==> src/rtl/lfsr_seq_ctrl.sv <==
// Control FSM for a 3-stage seeded shift register: clears, serially seeds, then clocks it to build
// WORD_W-bit words delivered over valid/ready. Optional warm-up phase: `define LFSR_SEQ_WARMUP_EN.
module lfsr_seq_ctrl #(
  parameter int WIDTH  = 3,
  parameter int WORD_W = 8,
  parameter int WARMUP = 8
) (
  input  logic              clk,
  input  logic              rst,
  input  logic [WIDTH-1:0]  seed_value,
  input  logic              seed_start,
  output logic              seed_err,
  output logic              seeded,
  output logic              busy,
  output logic              lfsr_rst,
  output logic              lfsr_ena,
  output logic              lfsr_seed,
  input  logic              lfsr_out,
  input  logic              req_valid,
  output logic              req_ready,
  output logic              word_valid,
  input  logic              word_ready,
  output logic [WORD_W-1:0] word_data
);

  localparam int CNT_MAX = (WIDTH > WORD_W) ? ((WIDTH > WARMUP) ? WIDTH : WARMUP)
                                            : ((WORD_W > WARMUP) ? WORD_W : WARMUP);
  localparam int CNT_W = $clog2(CNT_MAX + 1);
  localparam logic [CNT_W-1:0] LOAD_LAST = CNT_W'(WIDTH - 1);
  localparam logic [CNT_W-1:0] GEN_LAST  = CNT_W'(WORD_W - 1);
`ifdef LFSR_SEQ_WARMUP_EN
  localparam logic [CNT_W-1:0] WARM_LAST = CNT_W'(WARMUP - 1);
`endif

  typedef enum logic [2:0] {
    IDLE,
    CLEAR,
    LOAD,
    READY,
    GEN,
`ifdef LFSR_SEQ_WARMUP_EN
    WARM,
`endif
    HOLD
  } state_t;

  state_t              state_q, state_d;
  logic [CNT_W-1:0]    cnt_q, cnt_d;
  logic [WIDTH-1:0]    seed_q, seed_d;
  logic [WORD_W-1:0]   word_q, word_d;
  logic                seeded_q, seeded_d;
  logic                err_q, err_d;

  always_ff @(posedge clk or posedge rst) begin
    if (rst) begin
      state_q  <= IDLE;
      cnt_q    <= '0;
      seed_q   <= '0;
      word_q   <= '0;
      seeded_q <= 1'b0;
      err_q    <= 1'b0;
    end else begin
      state_q  <= state_d;
      cnt_q    <= cnt_d;
      seed_q   <= seed_d;
      word_q   <= word_d;
      seeded_q <= seeded_d;
      err_q    <= err_d;
    end
  end

  always_comb begin
    state_d    = state_q;
    cnt_d      = cnt_q;
    seed_d     = seed_q;
    word_d     = word_q;
    seeded_d   = seeded_q;
    err_d      = err_q;
    lfsr_rst   = 1'b0;
    lfsr_ena   = 1'b0;
    lfsr_seed  = 1'b0;
    req_ready  = 1'b0;
    word_valid = 1'b0;
    busy       = 1'b0;

    case (state_q)
      IDLE: begin
        lfsr_rst = 1'b1;
        if (seed_start) begin
          seeded_d = 1'b0;
          if (seed_value == '0) begin
            err_d = 1'b1;
          end else begin
            err_d   = 1'b0;
            seed_d  = seed_value;
            state_d = CLEAR;
          end
        end
      end
      CLEAR: begin
        lfsr_rst = 1'b1;
        busy     = 1'b1;
        cnt_d    = '0;
        state_d  = LOAD;
      end
      LOAD: begin
        // Seed goes in LSB first; the latch shifts right so bit 0 is always the next one.
        busy      = 1'b1;
        lfsr_seed = seed_q[0];
        seed_d    = seed_q >> 1;
        cnt_d     = cnt_q + CNT_W'(1);
        if (cnt_q == LOAD_LAST) begin
          cnt_d = '0;
`ifdef LFSR_SEQ_WARMUP_EN
          state_d = WARM;
`else
          seeded_d = 1'b1;
          state_d  = READY;
`endif
        end
      end
`ifdef LFSR_SEQ_WARMUP_EN
      WARM: begin
        busy     = 1'b1;
        lfsr_ena = 1'b1;
        cnt_d    = cnt_q + CNT_W'(1);
        if (cnt_q == WARM_LAST) begin
          cnt_d    = '0;
          seeded_d = 1'b1;
          state_d  = READY;
        end
      end
`endif
      READY: begin
        // Recirculate the tap so an idle register is not overwritten with a stray seed bit.
        req_ready = 1'b1;
        lfsr_seed = lfsr_out;
        if (seed_start) begin
          seeded_d = 1'b0;
          if (seed_value == '0) begin
            err_d   = 1'b1;
            state_d = IDLE;
          end else begin
            err_d   = 1'b0;
            seed_d  = seed_value;
            state_d = CLEAR;
          end
        end else if (req_valid) begin
          cnt_d   = '0;
          state_d = GEN;
        end
      end
      GEN: begin
        busy     = 1'b1;
        lfsr_ena = 1'b1;
        word_d   = {word_q[WORD_W-2:0], lfsr_out};
        cnt_d    = cnt_q + CNT_W'(1);
        if (cnt_q == GEN_LAST) begin
          cnt_d   = '0;
          state_d = HOLD;
        end
      end
      HOLD: begin
        busy       = 1'b1;
        lfsr_seed  = lfsr_out;
        word_valid = 1'b1;
        if (word_ready) state_d = READY;
      end
      default: state_d = IDLE;
    endcase
  end

  assign seeded    = seeded_q;
  assign seed_err  = err_q;
  assign word_data = word_q;

endmodule
==> config.mk <==
export PLATFORM = sky130hd
export DESIGN_NAME = lfsr_seq_ctrl
export DESIGN_NICKNAME = d
export VERILOG_FILES = /design/src/rtl/lfsr_seq_ctrl.sv
export SDC_FILE = /design/constraint.sdc
export NUM_CORES = 1
export LEC_CHECK = 0
export BUFFER_PORTS_ARGS = -buffer_cell sky130_fd_sc_hd__buf_2
export CORE_MARGIN = 4
export CORE_UTILIZATION = 56
export CTS_CLUSTER_SIZE = 30
export DETAILED_ROUTE_END_ITERATION = 12
export GPL_TIMING_DRIVEN = 0
export PLACE_DENSITY = 0.94
export SETUP_SLACK_MARGIN = 0.2
export SYNTH_ARGS = -nofsm -noshare
export SYNTH_HDL_FRONTEND = slang
export SYNTH_SLANG_ARGS = --single-unit
==> constraint.sdc <==
create_clock -name clk -period 3.9 [get_ports clk]
set_input_delay 0.195 -clock clk [delete_from_list [all_inputs] [get_ports clk]]
set_output_delay 0.195 -clock clk [all_outputs]
set_load 0.005 [all_outputs]
==> flow_summary.yaml, run 1 <==
worst_setup_path:
  cp_slowest_cell: "dfrtp_1"
  cp_slowest_stage_delay_ns: 0.39
  cp_cell_sequence: "buf_6 -> mux2_2 -> a32o_1 -> buf_2"
  start_kind: "register"
  cp.required_ns: 3.70
  crit_arrival_ns: 1.58
  end_kind: "output pin"
  worstSetupPathType: "register to output pin"
  cp_num_buf_inv: 2
  critical-path-top-delay-family: "flip-flops"
  cp_max_fo: 10
floorplanning:
  die_height_um: 51.94
  num_rows: 15
  die_x_um: 51.94
  core_um2: 1783
  ios: 25
  start_util_pct: 60.63
  die-area_um2: 2697
synth:
  synth_top_area_cell: "dfrtp_1"
  synthCells: 98
  synth_top_area_share_pct: 46.30
  syn_nets: 109
  synth_seq_cells: 20
  yosys-top-cells-area: "dfrtp_1 (46%), mux2_2 (11%), nor4b_4 (4.4%), nand2_1 (3.1%), mux2_1 (3.1%)"
  synth_warnings: 0
  yosys-top-cells-count: "dfrtp_1 (20), mux2_2 (11), nand2_1 (9)"
  ys_types: 33
  netlist_area_um2: 1081
  synth-async-reset-ratio_pct: 100.0
  synth_edf_count: 0
  synth.most_common_cell: "dfrtp_1"
  yosysSeqAreaShare_pct: 46.30
  synth_flop_cell: "dfrtp_1"
  post_synth.cell_area_avg_um2: 11.03
sta:
  tightest_slew_ns: 0.7483
  rsz0062_at_grt: "no"
  final.period_utilization_pct: 45.45
  setup_viol: 0
  fin_skew_ns: 0.0005971
  timing.slew.headroom_pct: 50.06
  hold_ws_ns: -0.00003869
  final-hold-violation-count: 1
  tns_ns: 0
  fin_crit_ns: 1.773
  fmax_mhz: 564.1
  drv_slew: 0
clock_tree:
  numCtsBuffers: 3
  htreeDepth: 1
  root_buffer: "clkbuf_4"
  cts.sinks: 20
  clk_latency_ns: 0.30
  clkSlewWorstSetupHoldPaths_ns: 0.11
  clock_path_buffers: 2
  cts-resized-gates: 0
  post_cts_buffers: 0
  hold_buffers: 0
  cts_tree: "done"
power_and_ir_drop:
  p_per_area_nw_per_um2: 736.0
  p_int_w: 0.0005985
  power_frac_seq_pct: 34.2
  ir_drop_mv: 0.4575
  clock_power_share_pct: 17.8
  power_w: 0.0009457
  pwr-share-comb_pct: 48.0
  p_leak_nw: 0.6460
  switching_share_pct: 36.72
  p_switching_w: 0.0003473
placement:
  port_buffers: 24
  postPlaceCellArea_um2: 1232
  dpl.hpwl_mm: 1.779
  gp_congestion: 0.8391
status:
  outcome: "finished with violations"
  violations: "negative hold slack"
grt:
  grt_pass1_wl_mm: 4.015
  overflow: 0
  grt_max_degree: 21
  grtUsageTotal_pct: 20.49
  antenna_found_initial: 0
  grt_pass1_vias: 853
route:
  drc: 0
  routed_wire_length_per_instance_um: 15.41
  vias_per_cell: 5.682
  first_pass_iters: 4
  drt_iter0_markers: 12
  vias: 858
  routed_wl_mm: 2.327
  ant_nets: 0
cells_and_area:
  syn2layout_area_growth_pct: 18.87
  stdcell_area_um2: 1285
  fin_nets: 138
  drive_gt1_share_pct: 38.89
  antenna-diode-count: 0
hold_path:
  hp-class: "input pin to asynchronous set/reset pin"
job:
  maxCapViolCount: 0
==> area by class of cell <==
class                           instances  area (µm²)
Buffer                                  4       33.78
Multi-Input combinational cell         66       516.7
Timing Repair Buffer                   24       120.1
Clock buffer                            3       22.52
Tap cell                               25       31.28
Fill cell                             148       498.0
Clock inverter                          1       30.03
Inverter                                8       30.03
Sequential cell                        20       500.5
==> routing by layer <==
layer	routed length [µm]	up-vias	global-route usage, %
met3	131	9	4.298
met4	72	0	10.48
li1	-	407	-
met1	966	415	25.23
met5	0	-	0
met2	1157	27	33.47
==> registers in the layout (all words and copies together) (netlist names) <==
signal and cells:
word_data 8, cnt_q 4, seed_q 3, state_q 3
seed_err 1, seeded 1
==> kinds of logic (layout without fill, tap and decap cells) <==
group	Yosys count	in the layout	synth area share, %
and+or+nand+nor	28	28	15.74
AOI/OAI and AO/OA	20	20	13.54
muxes	14	14	14.58
xor gates and xnor gates	2	2	1.621
adders and majority gates	2	2	2.314
buffers and inverters	12	40	5.903
DFF	20	20	46.30
==> through the flow <==
stage               worst slack [ns]  cells  utilization (%)
floorplan                      2.390     98                -
global placement               2.296    147            69.12
detailed placement             2.240    147            69.12
CTS                            2.113    151            72.07
global route                   2.031    151            72.07
finish                         2.127    151            72.07
==> power groups by stage <==
stage               clock network, W  logic, W  registers (W)
floorplan                          0  0.000329       0.000317
global placement                   0  0.000426       0.000320
detailed placement                 0  0.000453       0.000329
CTS                         0.000175  0.000455       0.000324
global route                0.000184  0.000499       0.000336
finish                      0.000169  0.000454       0.000324
==> worst register-to-register path, delay by kind of cell, from the launching register on <==
family / cells / cell delay (ns)
flip-flops: 1 / 0.45
AND/OR/NAND/NOR: 1 / 0.28
multiplexers: 2 / 0.62
AO/OA/AOI/OAI: 1 / 0.21
==> layout by cell type (no fill, tap or decap), drive strengths merged, types with 2 or more instances in the layout <==
cell type / n
ha: 2
nand3: 3
mux2: 14
a21oi: 4
buf: 28
nand2: 9
nor2: 5
o22ai: 2
nor2b: 2
nor3: 2
dfrtp: 20
inv: 8
nor4b: 2
o21ai: 6
clkbuf: 3
==> final timing paths <==
path | cells past startpoint | slack (ns) | start | endpoint
max | 4 | 2.13 | state_q[0]$_DFFE_PP0P_ | lfsr_seed
max reg2reg | 4 | 2.24 | state_q[1]$_DFFE_PP0P_ | seed_q[0]$_DFFE_PP0P_
max in group asynchronous | 2 | 3.44 | rst | seeded$_DFFE_PP0P_
min reg2reg | 1 | 0.50 | seed_err$_DFFE_PP0P_ | seed_err$_DFFE_PP0P_
min | 2 | -0.00004 | rst | word_data[5]$_DFFE_PP0N_
min in group clk | 3 | 0.13 | seed_value[2] | seed_q[2]$_DFFE_PP0P_
Note: power is estimated with default switching activity, not from simulation.
==> run 2: changes to the inputs <==
- ABC_AREA: default -> 1
- CORE_ASPECT_RATIO: default -> 1.5
- CORE_UTILIZATION: 56 -> 48
- PLACE_DENSITY: 0.94 -> 0.85
- clock period: 3.9 -> 1.55 ns (I/O delays scaled with it)
==> run 2 against run 1 <==
  * The run now ends clean
  * Die area up 24%
  * Flip-flop and latch count unchanged
  * Clock-buffer cell count unchanged
  * Wire length up 39%
  * Sequential power rose to 2.7 times the previous value
  * Total power rose to 3.6 times the previous value
  * Setup slack worse by 2.1 ns
  * First-iteration DRC count rose to 4.3 times the previous value
  * Sequential share of layout area down 8.7 points
  * Hold slack better by 0.011 ns
  * Global-route usage down 1.0 points
  * Critical path depth up 1
  * Largest cell class unchanged
  * Largest power group unchanged
==> flow_summary.yaml, run 2 <==
hold_path:
  min_to: "seed_q[2]$_DFFE_PP0P_"
  holdPathStages: 3
  hp-class: "input pin to register"
  min_from: "seed_value[2]"
floorplanning:
  die-area_um2: 3350
  ios: 25
  die_x_um: 48.61
  num_rows: 21
  start_util_pct: 51.94
  die_height_um: 68.92
  core_um2: 2286
power_and_ir_drop:
  pwr-share-comb_pct: 61.7
  ir_drop_mv: 1.122
  p_per_area_nw_per_um2: 2069
  power_frac_seq_pct: 25.5
  switching_share_pct: 44.10
  p_int_w: 0.001926
  p_leak_nw: 0.8864
  clock_power_share_pct: 12.7
  p_switching_w: 0.001519
sta:
  fin_crit_ns: 1.473
  timing.slew.headroom_pct: 49.29
  drv_slew: 0
  tightest_slew_ns: 0.7599
  setup_viol: 0
  final-hold-violation-count: 0
  fmax_mhz: 678.9
  tns_ns: 0
  final.period_utilization_pct: 95.03
  rsz0062_at_grt: "yes"
  worst_slack_ns: 0.07697
  fin_skew_ns: 0.003492
worst_setup_path:
  critical-path-top-delay-family: "flip-flops"
  cp_slowest_cell: "dfrtp_2"
  cp_slowest_stage_delay_ns: 0.51
  rr_startpoint: "state_q[1]$_DFFE_PP0P_"
  path_common_cell: "buf_6"
  reg2reg_to: "state_q[1]$_DFFE_PP0P_"
  ff2ff_path_depth: 8
  cp.required_ns: 1.47
  cp_num_buf_inv: 3
  cp_cell_sequence: "buf_6 -> nand2_4 -> nor2_4 -> buf_6 -> buf_6"
  rrSetupSlack_ns: 0.12
  cp_max_fo: 6
  worstSetupPathType: "register to output pin"
  end_kind: "output pin"
  crit_arrival_ns: 1.40
  start_kind: "register"
clock_tree:
  clkSlewWorstSetupHoldPaths_ns: 0.12
  cts.sinks: 20
  clock_path_buffers: 2
  clk_latency_ns: 0.31
  cts_tree: "done"
  root_buffer: "clkbuf_4"
  htreeDepth: 1
  numCtsBuffers: 3
status:
  outcome: "complete, no violations"
cells_and_area:
  syn2layout_area_growth_pct: 40.25
  largest_register_ffs: 8
  antenna-diode-count: 0
  layout_commonest_cell: "nand2_1"
  drive_gt1_share_pct: 47.15
  multi_input_area_um2: 661.9
  fillerInstances: 154
  stdcell_area_um2: 1665
  final_cell_mix: "nand2_1 (35), buf_2 (23), dfrtp_1 (17)"
  seq_area_um2: 504.2
  stdcell_count: 216
  fin_nets: 205
synth:
  synth_flop_cell: "dfrtp_1"
  netlist_area_um2: 1187
  synth_compound_area_share_pct: 14.75
  post_synth.cell_area_avg_um2: 8.189
  yosys.area_share.adder_pct: 2.107
  yosys-top-cells-area: "dfrtp_1 (42%), nand2_1 (13%), inv_1 (4.7%), o21ai_0 (3.8%), nand2_2 (3.2%)"
  synth_seq_cells: 20
  synth_top_area_share_pct: 42.15
  synth_top_family_by_area: "simple AND/OR/NAND/NOR gates"
  synth_edf_count: 0
  synth_xor_area_share_pct: 0.7376
  synth-async-reset-ratio_pct: 100.0
  syn_nets: 156
  synth_top_area_cell: "dfrtp_1"
  synth.most_common_cell: "nand2_1"
  synth_warnings: 0
  synthSimpleGateAreaFrac_pct: 31.40
  yosysSeqAreaShare_pct: 42.15
  ys_types: 27
  synthCells: 145
  synthMuxAreaShare_pct: 0
  yosys-top-cells-count: "nand2_1 (41), dfrtp_1 (20), inv_1 (15)"
route:
  vias_per_cell: 5.352
  ant_nets: 0
  drc: 0
  routed_wl_mm: 3.236
  first_pass_iters: 4
  drt_iter0_markers: 51
  routed_wire_length_per_instance_um: 14.98
  vias: 1156
job:
  maxCapViolCount: 0
placement:
  gp_congestion: 0.8505
  dp_cells: 192
  dpl.hpwl_mm: 1.947
  port_buffers: 24
  postPlaceCellArea_um2: 1336
  pre_cts_ws_ns: 0.1966
grt:
  grtUsageTotal_pct: 19.46
  grt_max_degree: 21
  antenna_found_initial: 0
  grt_pass1_vias: 1195
  overflow: 0
  grt_pass1_wl_mm: 5.037
==> run 2: layer usage <==
metal	routed length (µm)	global-route usage, %
met3	101	2.581
met4	172	15.82
met2	1732	35.62
met1	1230	19.75
met5	0	0
==> run 2: area by class of cell <==
class	count	area share [%]
multi-input combinational	102	39.74
clock inverter	1	1.803
timing repair buffer	44	17.81
inverter	21	5.935
tap	23	1.728
clock buffer	3	1.352
sequential	20	30.28
buffer	2	1.352
==> run 2: cell families after synthesis <==
logic type               Yosys count
XOR/XNOR                           1
buffers and inverters             23
AO/OA/AOI/OAI                     25
adder cells (fa/ha/maj)            2
flip-flops                        20
AND/OR/NAND/NOR                   74
==> run 2: worst max path at each step <==
| stage | start | endpoint | slack [ns] | cells after the start |
|---|---|---|---|---|
| floorplan | cnt_q[0]$_DFFE_PP0P_ | state_q[0]$_DFFE_PP0P_ | 0.35 | 8 |
| CTS | state_q[1]$_DFFE_PP0P_ | lfsr_seed | 0.06 | 6 |
| global placement | cnt_q[0]$_DFFE_PP0P_ | state_q[2]$_DFFE_PP0P_ | 0.25 | 8 |
| finish | state_q[1]$_DFFE_PP0P_ | req_ready | 0.08 | 5 |
| global route | state_q[1]$_DFFE_PP0P_ | lfsr_seed | 0.01 | 6 |
| detailed placement | cnt_q[0]$_DFFE_PP0P_ | state_q[1]$_DFFE_PP0P_ | 0.20 | 8 |
==> run 2: what timing repair did <==
item | in CTS | in global routing
endpoints found under the hold margin | 21 | 0
setup buffers | 11 | 7
setup endpoints to repair | 6 | 18
hold buffers | 2 | 0
pin swaps | 7 | 13
gates resized for setup | 18 | 23
==> run 2: tightest hold or removal path, delay by kind of cell <==
kind	cells	cell delay [ns]
AND/OR/NAND/NOR	1	0.05
AO/OA/AOI/OAI	1	0.07
buffers and inverters	1	0.09
==> run 2: per-stage QoR <==
stage | hold WS [ns] | utilization [%] | power, W
floorplan | 0.04133 | - | 0.001956
global placement | 0.2304 | 58.46 | 0.002289
detailed placement | 0.2572 | 58.46 | 0.002353
CTS | 0.01371 | 67.21 | 0.003082
global route | 0.005987 | 72.85 | 0.003692
finish | 0.01141 | 72.85 | 0.003445
==> run 2: power groups by stage <==
stage	combinational, W	sequential (W)	clock (W)
after global routing	0.00232	0.000902	0.000473
after floorplan	0.00112	0.000837	0
after global placement	0.00145	0.000836	0
after CTS	0.00178	0.000863	0.000439
final	0.00213	0.000880	0.000439
after detailed placement	0.00150	0.000848	0
==> run 3: changes to the inputs <==
- PLACE_DENSITY: 0.85 -> 0.74
==> run 3 against run 2 <==
  * Hold slack improved by 0.072 ns
  * Via count fell by 3.4%
  * Non-clock buffer count fell by 6
  * Clock-buffer cell count did not move
  * Wire length fell by 9.0%
  * Maximum frequency rose by 0.34%
  * Total power fell by 8.2%
  * Flip-flop and latch count did not move
  * Final cell count fell by 2.8%
  * Clock skew rose by 0.0013 ns
  * Die area did not move
  * Largest cell class unchanged
  * Largest power group unchanged
  * Highest routed layer unchanged
==> flow_summary.yaml, run 3 (synthesis gave the netlist of run 2 again) <==
status:
  outcome: "complete, no violations"
cells_and_area:
  fin_nets: 199
  syn2layout_area_growth_pct: 33.09
  stdcell_area_um2: 1580
  final_cell_mix: "nand2_1 (39), buf_2 (22), dfrtp_1 (17)"
  stdcell_count: 210
  largest_register_ffs: 8
  antenna-diode-count: 0
  layout_commonest_cell: "nand2_1"
  drive_gt1_share_pct: 42.78
  multi_input_area_um2: 626.9
  fillerInstances: 173
  seq_area_um2: 504.2
sta:
  tightest_slew_ns: 0.7621
  final.period_utilization_pct: 94.71
  setup_viol: 0
  tns_ns: 0
  fin_crit_ns: 1.468
  timing.slew.headroom_pct: 49.14
  fmax_mhz: 681.2
  rsz0062_at_grt: "yes"
  drv_slew: 0
  fin_skew_ns: 0.004803
  final-hold-violation-count: 0
worst_setup_path:
  start_kind: "register"
  crit_arrival_ns: 1.39
  cp.required_ns: 1.47
  worstSetupPathType: "register to output pin"
  end_kind: "output pin"
  cp_max_fo: 7
hold_path:
  hp-class: "input pin to register"
floorplanning:
  die_height_um: 68.92
  ios: 25
  start_util_pct: 51.94
  die-area_um2: 3350
  die_x_um: 48.61
  num_rows: 21
  core_um2: 2286
clock_tree:
  clkSlewWorstSetupHoldPaths_ns: 0.12
  cts_tree: "done"
  root_buffer: "clkbuf_4"
  clock_path_buffers: 2
  numCtsBuffers: 3
  htreeDepth: 1
  clk_latency_ns: 0.32
  cts.sinks: 20
placement:
  dp_cells: 192
  postPlaceCellArea_um2: 1336
  dpl.hpwl_mm: 1.838
  port_buffers: 24
  gp_congestion: 0.8095
route:
  routed_wl_mm: 2.944
  ant_nets: 0
  first_pass_iters: 4
  routed_wire_length_per_instance_um: 14.02
  drt_iter0_markers: 35
  drc: 0
  vias: 1117
  vias_per_cell: 5.319
grt:
  grtUsageTotal_pct: 18.25
  grt_pass1_vias: 1050
  grt_pass1_wl_mm: 4.643
  antenna_found_initial: 0
  overflow: 0
  grt_max_degree: 21
power_and_ir_drop:
  ir_drop_mv: 1.102
  p_leak_nw: 0.8305
  p_per_area_nw_per_um2: 2002
  power_w: 0.003164
job:
  maxCapViolCount: 0
run 3: cell type report:
class | count | area share [%]
buffer | 2 | 1.188
multi-input combinational | 102 | 39.67
timing repair buffer | 38 | 16.47
tap | 23 | 1.821
clock inverter | 1 | 1.900
inverter | 21 | 5.622
sequential | 20 | 31.91
clock buffer | 3 | 1.425
run 3: layer usage:
layer | share of wire (%) | vias up | track usage, % | wire [µm]
li1 | - | 541 | - | -
met1 | 38 | 520 | 19.16 | 1113
met2 | 53 | 45 | 33.99 | 1575
met3 | 5.1 | 11 | 2.796 | 150
met4 | 3.5 | 0 | 11.45 | 104
met5 | 0 | - | 0 | 0
run 3: what timing repair did:
action	4_1_cts	5_1_grt
hold endpoints to repair	22	0
cloned	0	0
buffers inserted	10	1
hold buffers	3	0
gates resized for setup	14	16
setup endpoints to repair	7	20
pin swaps	4	4
run 3: worst max-delay path: stages (launching register included):
cell and delay [ns]:
dfrtp_2 0.51, nor2_4 0.17, nand2_2 0.07, inv_2 0.07
o21ai_2 0.05, o21ai_1 0.07, buf_2 0.13
run 3: through the flow:
stage	setup WS [ns]	util (%)	hold WS, ns
floorplan	0.3530	-	0.04133
global placement	0.2509	58.46	0.2427
detailed placement	0.2085	58.46	0.2564
CTS	0.1017	66.61	0.08122
global route	0.002917	69.13	0.08336
finish	0.08202	69.13	0.08304
run 3: worst paths after layout:
path                                     startpoint                        to  slack [ns]  cells after the start
max in group asynchronous                       rst    state_q[1]$_DFFE_PP0P_        0.61                      3
min in group asynchronous                       rst     seed_q[0]$_DFFE_PP0P_        0.42                      3
hold reg to reg            word_data[7]$_DFFE_PP0N_  word_data[7]$_DFFE_PP0N_        0.48                      2
hold / removal                        seed_value[0]      seed_err$_DFFE_PP0P_        0.08                      4
setup reg to reg             state_q[0]$_DFFE_PP0P_    state_q[0]$_DFFE_PP0P_        0.11                      8
setup / recovery             state_q[1]$_DFFE_PP0P_                 lfsr_seed        0.08                      6
run 3: power by group:
| part | switching [W] | internal (W) | leakage [nW] |
|---|---|---|---|
| Clock | 0.000176 | 0.000262 | 0.0279 |
| Combinational | 0.00104 | 0.000811 | 0.543 |
| Sequential | 0.000159 | 0.000713 | 0.260 |
| Total | 0.00138 | 0.00179 | 0.830 |
